<file path="src/rtl/vga_timing_generator.sv">
// VGA raster timing: x/y scan counters with registered sync, blanking
// and line/frame markers one pixel clock behind the counters.
module vga_timing_generator #(
  parameter int PIXEL_BITWIDTH  = 11,
  parameter int RGB_BITWIDTH    = 8,
  parameter int H_VISIBLE       = 640,
  parameter int H_FRONT         = 16,
  parameter int H_SYNC          = 96,
  parameter int H_BACK          = 48,
  parameter int V_VISIBLE       = 480,
  parameter int V_FRONT         = 10,
  parameter int V_SYNC          = 2,
  parameter int V_BACK          = 33,
  parameter int SYNC_ACTIVE_LOW = 1
) (
  input  logic                      i_clk,
  input  logic                      i_reset_n,
  input  logic                      i_vga_reset_n,
  output logic [PIXEL_BITWIDTH-1:0] o_vga_x,
  output logic [PIXEL_BITWIDTH-1:0] o_vga_y,
  input  logic [RGB_BITWIDTH-1:0]   i_red,
  input  logic [RGB_BITWIDTH-1:0]   i_green,
  input  logic [RGB_BITWIDTH-1:0]   i_blue,
  output logic [RGB_BITWIDTH-1:0]   o_red,
  output logic [RGB_BITWIDTH-1:0]   o_green,
  output logic [RGB_BITWIDTH-1:0]   o_blue,
  output logic                      o_hsync,
  output logic                      o_vsync,
  output logic                      o_visible,
  output logic                      o_line_start,
  output logic                      o_frame_start
);

  localparam int PW = PIXEL_BITWIDTH;
  localparam int RW = RGB_BITWIDTH;

  localparam int H_TOTAL = H_VISIBLE + H_FRONT + H_SYNC + H_BACK;
  localparam int V_TOTAL = V_VISIBLE + V_FRONT + V_SYNC + V_BACK;

  localparam logic [PW-1:0] H_LAST  = PW'(H_TOTAL - 1);
  localparam logic [PW-1:0] V_LAST  = PW'(V_TOTAL - 1);
  localparam logic [PW-1:0] H_VIS   = PW'(H_VISIBLE);
  localparam logic [PW-1:0] V_VIS   = PW'(V_VISIBLE);
  localparam logic [PW-1:0] HS_BEG  = PW'(H_VISIBLE + H_FRONT);
  localparam logic [PW-1:0] HS_END  = PW'(H_VISIBLE + H_FRONT + H_SYNC);
  localparam logic [PW-1:0] VS_BEG  = PW'(V_VISIBLE + V_FRONT);
  localparam logic [PW-1:0] VS_END  = PW'(V_VISIBLE + V_FRONT + V_SYNC);
  localparam logic [PW-1:0] ZERO    = '0;

  localparam logic SYNC_OFF = (SYNC_ACTIVE_LOW != 0);

  logic [PW-1:0] x;
  logic [PW-1:0] y;
  logic          x_last;
  logic          y_last;
  logic          active_c;
  logic          hs_c;
  logic          vs_c;
  logic          line_c;
  logic          frame_c;

  assign o_vga_x = x;
  assign o_vga_y = y;

  // Decode raster position into blanking, sync and marker terms.
  always_comb begin
    x_last   = (x == H_LAST);
    y_last   = (y == V_LAST);
    active_c = (x < H_VIS) && (y < V_VIS);
    hs_c     = (x >= HS_BEG) && (x < HS_END);
    vs_c     = (y >= VS_BEG) && (y < VS_END);
    line_c   = (x == ZERO) && (y < V_VIS);
    frame_c  = (x == ZERO) && (y == ZERO);
  end

  // Scan counters; the line-buffer hold parks the raster at (0,0).
  always_ff @(posedge i_clk or negedge i_reset_n) begin
    if (!i_reset_n) begin
      x <= '0;
      y <= '0;
    end else if (!i_vga_reset_n) begin
      x <= '0;
      y <= '0;
    end else begin
      x <= x_last ? '0 : x + 1'b1;
      if (x_last) begin
        y <= y_last ? '0 : y + 1'b1;
      end
    end
  end

  // Pin register: one clock behind the counters, blank while held.
  always_ff @(posedge i_clk or negedge i_reset_n) begin
    if (!i_reset_n) begin
      o_red         <= '0;
      o_green       <= '0;
      o_blue        <= '0;
      o_hsync       <= SYNC_OFF;
      o_vsync       <= SYNC_OFF;
      o_visible     <= 1'b0;
      o_line_start  <= 1'b0;
      o_frame_start <= 1'b0;
    end else if (!i_vga_reset_n) begin
      o_red         <= '0;
      o_green       <= '0;
      o_blue        <= '0;
      o_hsync       <= SYNC_OFF;
      o_vsync       <= SYNC_OFF;
      o_visible     <= 1'b0;
      o_line_start  <= 1'b0;
      o_frame_start <= 1'b0;
    end else begin
      o_red         <= active_c ? i_red : {RW{1'b0}};
      o_green       <= active_c ? i_green : {RW{1'b0}};
      o_blue        <= active_c ? i_blue : {RW{1'b0}};
      o_hsync       <= hs_c ^ SYNC_OFF;
      o_vsync       <= vs_c ^ SYNC_OFF;
      o_visible     <= active_c;
      o_line_start  <= line_c;
      o_frame_start <= frame_c;
    end
  end

endmodule
</file>
<file path="config.mk">
export PLATFORM = sky130hd
export DESIGN_NAME = vga_timing_generator
export DESIGN_NICKNAME = d
export VERILOG_FILES = /design/src/rtl/vga_timing_generator.sv
export SDC_FILE = /design/constraint.sdc
export NUM_CORES = 1
export LEC_CHECK = 0
export ABC_AREA = 1
export BUFFER_PORTS_ARGS = -buffer_cell sky130_fd_sc_hd__buf_2
export CORE_MARGIN = 2
export CORE_UTILIZATION = 46
export DETAILED_ROUTE_END_ITERATION = 10
export HOLD_SLACK_MARGIN = 0.03
export PLACE_DENSITY_LB_ADDON = 0.15
export SYNTH_ARGS = -nofsm -noshare
export SYNTH_HDL_FRONTEND = slang
export SYNTH_SLANG_ARGS = --single-unit
export TNS_END_PERCENT = 5
</file>
<file path="constraint.sdc">
create_clock -name i_clk -period 1.4 [get_ports i_clk]
set_input_delay 0.21 -clock i_clk [delete_from_list [all_inputs] [get_ports i_clk]]
set_output_delay 0.21 -clock i_clk [all_outputs]
set_load 0.05 [all_outputs]
</file>
==> flow_summary.toml <==
[setup_path]
worstReg2RegEnd = "o_blue[5]"
r2r_cells = 7
cpPeakStageDelay_ps = 450
start_kind = "flip-flop"
path_delay_family = "flip-flops"
arrival_ps = 1600
path_cells = "inv_1 > nand2_1 > a21oi_1 > nor3_4 > inv_4 > buf_12 > nor2_2"
required_ps = 1640
reg2reg_slack_ps = 40
critPathMaxFanout = 10
r2r_start = "o_vga_x[10]"
worstSetupPathType = "reg2reg"
end_kind = "flip-flop"
cp.buffers_inverters = 3
cpMaxStageDelayCell = "dfrtp_1"

[worst_hold_path]
min_to = "o_red[4]"
hold_class = "in2reg"
hold_path_depth = 3
hp-start = "i_red[4]"

[power_and_ir_drop]
power_density_nw_per_um2 = 829
total_leakage_power_nw = 1.93
peakVddDrop_mv = 0.584
power.total_mw = 2.90

[placement]
pre_cts_ws_ps = -34.5
numPortBuffers = 77
gp_congestion = 0.927
placed_area_sq_um = 3220
dpl.cell_count = 464
hpwl_um = 4160

[floorplan]
rows = 27
start_util_pct = 46.8
core-area_sq_um = 5440
ios = 78
dieArea_sq_um = 6150
die_w_um = 78.4
die-height_um = 78.4

[logic_synthesis]
synth.distinct_cells = 35
syn_area_per_cell_sq_um = 8.52
ys_warn_count = 0
syn_inst = 299
synth_nets = 331
ys_ff_latch = 51
syn_area_sq_um = 2550
seq_area_frac_synth_pct = 50.2

[final_layout]
n_antenna_cell = 0
final_area_sq_um = 3490
nFillCells = 500
area_growth_pct = 37.0
fin_cells = 483
nets = 442
layout-drive-gt1-share_pct = 43.6

[global_routing]
grt.total_usage_pct = 19.7
grt_pass1_vias = 2211
antenna_found_initial = 0
grt_max_degree = 52
grt_pass1_wl_um = 9540
overflow = 0

[clocking]
cts_buffer_depth = 2
clkTransAtPathRegs_ps = 100
numCtsBuffers = 5
tritoncts = "yes"
clock-sinks = 51
worstSkewPairLatency_ps = 310
cts_root_buf = "clkbuf_8"
htree_levels = 2

[timing]
hold_ws_ps = 108
fin_ws_ps = 42.3
finalSetupViolCount = 0
slew_violations = 0
finClkSkew_ps = 6.32
finalHoldViolCount = 0
rsz0062_at_grt = "yes"
min_period_ps = 1360
tightest_slew_ps = 315
fin_crit_sh_pct = 97.0
clock.fmax_mhz = 737
slew_headroom_pct = 78.8

[detailed_routing]
vias = 2292
drt_wl_total_um = 5850
wl_per_cell_um = 12.1
vias_per_cell = 4.75
drc = 0
ant_nets = 0
first_pass_iters = 4
drtIter0Drc = 152

[run]
max-cap-violations = 0

[run_status]
outcome = "complete, no violations"
-- report_power, final --
part / switching (mW) / total (mW) / leakage (nW) / internal [mW]
registers: 0.0196 / 1.54 / 0.649 / 1.52
logic: 0.326 / 0.462 / 1.23 / 0.136
clock network: 0.528 / 0.891 / 0.0489 / 0.363
-- worst reg2reg max path: cells and delay by family, from the launching register on --
| kind | cells | cell delay [ps] |
|---|---|---|
| AOI/OAI and AO/OA | 1 | 70 |
| buffers and inverters | 3 | 360 |
| DFF | 1 | 450 |
| and+or+nand+nor | 3 | 430 |
-- sequential cells by signal (all words and copies together) (netlist names), 8 cells and up --
register and cells:
o_vga_x 11, o_vga_y 11, o_blue 8, o_green 8
o_red 8
-- cell usage in the layout (no fill, tap or decap), types with 2 or more instances in the layout --
master | Yosys | final
nand3_1 | 28 | 28
dfrtp_1 | 49 | 34
clkbuf_4 | 0 | 2
ha_1 | 5 | 3
nor3_4 | 1 | 2
nor3_1 | 6 | 5
a21oi_1 | 3 | 3
dfrtp_2 | 0 | 15
dfstp_2 | 2 | 2
o21ai_0 | 2 | 2
nand2_2 | 3 | 3
nor2_1 | 26 | 21
nor3b_1 | 2 | 2
nor2_2 | 23 | 21
inv_6 | 0 | 2
xor2_1 | 2 | 2
nor4_1 | 3 | 3
buf_4 | 1 | 27
buf_2 | 1 | 75
inv_1 | 56 | 56
clkbuf_8 | 0 | 5
or2_1 | 2 | 2
nor2_4 | 2 | 9
buf_12 | 2 | 5
nand4_1 | 11 | 11
nand3_4 | 1 | 3
nand2_4 | 1 | 2
nand2_1 | 55 | 54
-- worst max path at each step --
stage / start / to / slack (ps) / cells after the start
after floorplan: o_vga_x[0] / o_vga_y[9] / -110 / 7
after global placement: o_vga_x[1] / o_vga_y[2] / 20 / 7
after detailed placement: o_vga_x[7] / o_vga_x[3] / -30 / 4
after CTS: o_vga_x[1] / o_vga_y[4] / -20 / 7
after global routing: o_vga_y[0] / o_frame_start / -60 / 6
final: o_vga_x[10] / o_blue[5] / 40 / 7
-- synth_stat cells --
cell       number  area (sq um)
nand3_1        28           140
nand2_1        55           206
inv_1          56           210
o2111ai_1       1          8.76
dfrtp_1        49          1230
ha_1            5          62.6
nor3_4          1          16.3
nor3_1          6          30.0
a21oi_1         3          15.0
nand3_2         1          10.0
dfstp_2         2          52.6
or2_1           2          12.5
xor2_1          2          17.5
o21ai_0         2          10.0
nor2_1         26          97.6
nand2_2         3          18.8
nand2_4         1          11.3
buf_1           1          3.75
nor4_1          3          18.8
buf_12          2          40.0
nand4_1        11          68.8
inv_2           2          7.51
nand3b_1        1          7.51
a211oi_1        1          7.51
clkbuf_1        1          3.75
buf_4           1          7.51
nor2_2         23           144
xnor2_1         1          8.76
nor2_4          2          22.5
nor3b_1         2          15.0
inv_4           1          6.26
nand3_4         1          17.5
and3_1          1          6.26
buf_6           1          11.3
buf_2           1          5.00
-- timing repair --
item / in CTS / in global routing
pin swaps: 0 / 11
endpoints found under the hold margin: 49 / 0
resized for setup: 1 / 21
endpoints found under the setup margin: 16 / 40
hold buffers: 1 / 0
gates cloned: 0 / 1
setup buffers: 0 / 9
-- cell families (layout without fill, tap and decap cells) --
| family | count (synthesis) | in the layout | synth area share [%] |
|---|---|---|---|
| AOI/OAI and AO/OA | 7 | 7 | 1.62 |
| xor gates and xnor gates | 3 | 3 | 1.03 |
| adders and majority gates | 5 | 5 | 2.46 |
| and+or+nand+nor | 167 | 168 | 33.1 |
| buffers and inverters | 66 | 177 | 11.6 |
| DFF | 51 | 51 | 50.2 |
-- per-layer routing --
| layer | GRT usage (%) | share of wire [%] | up-vias |
|---|---|---|---|
| met2 | 32.8 | 48 | 83 |
| met4 | 6.84 | 1.1 | 0 |
| met1 | 25.0 | 44 | 1053 |
| met3 | 5.29 | 6.6 | 6 |
| met5 | 0 | 0 | - |
| li1 | - | - | 1150 |
-- layout make-up --
type                    count  area, sq um  area share, %
clock inverters             3         22.5          0.645
well taps                  72         90.1           2.58
flip-flops and latches     51         1300           37.2
multi-input cells         183         1080           30.9
repair buffers            110          703           20.1
inverters                  59          229           6.56
clock buffers               5         68.8           1.97
-- stage by stage --
stage | utilization, % | setup TNS (ps)
3_3_place_gp | 59.2 | 0
3_5_place_dp | 59.2 | -342
2_1_floorplan | - | -3350
4_1_cts | 61.2 | -181
5_1_grt | 64.2 | -587
6_report | 64.2 | 0
Note: power is estimated with default switching activity, not from simulation.
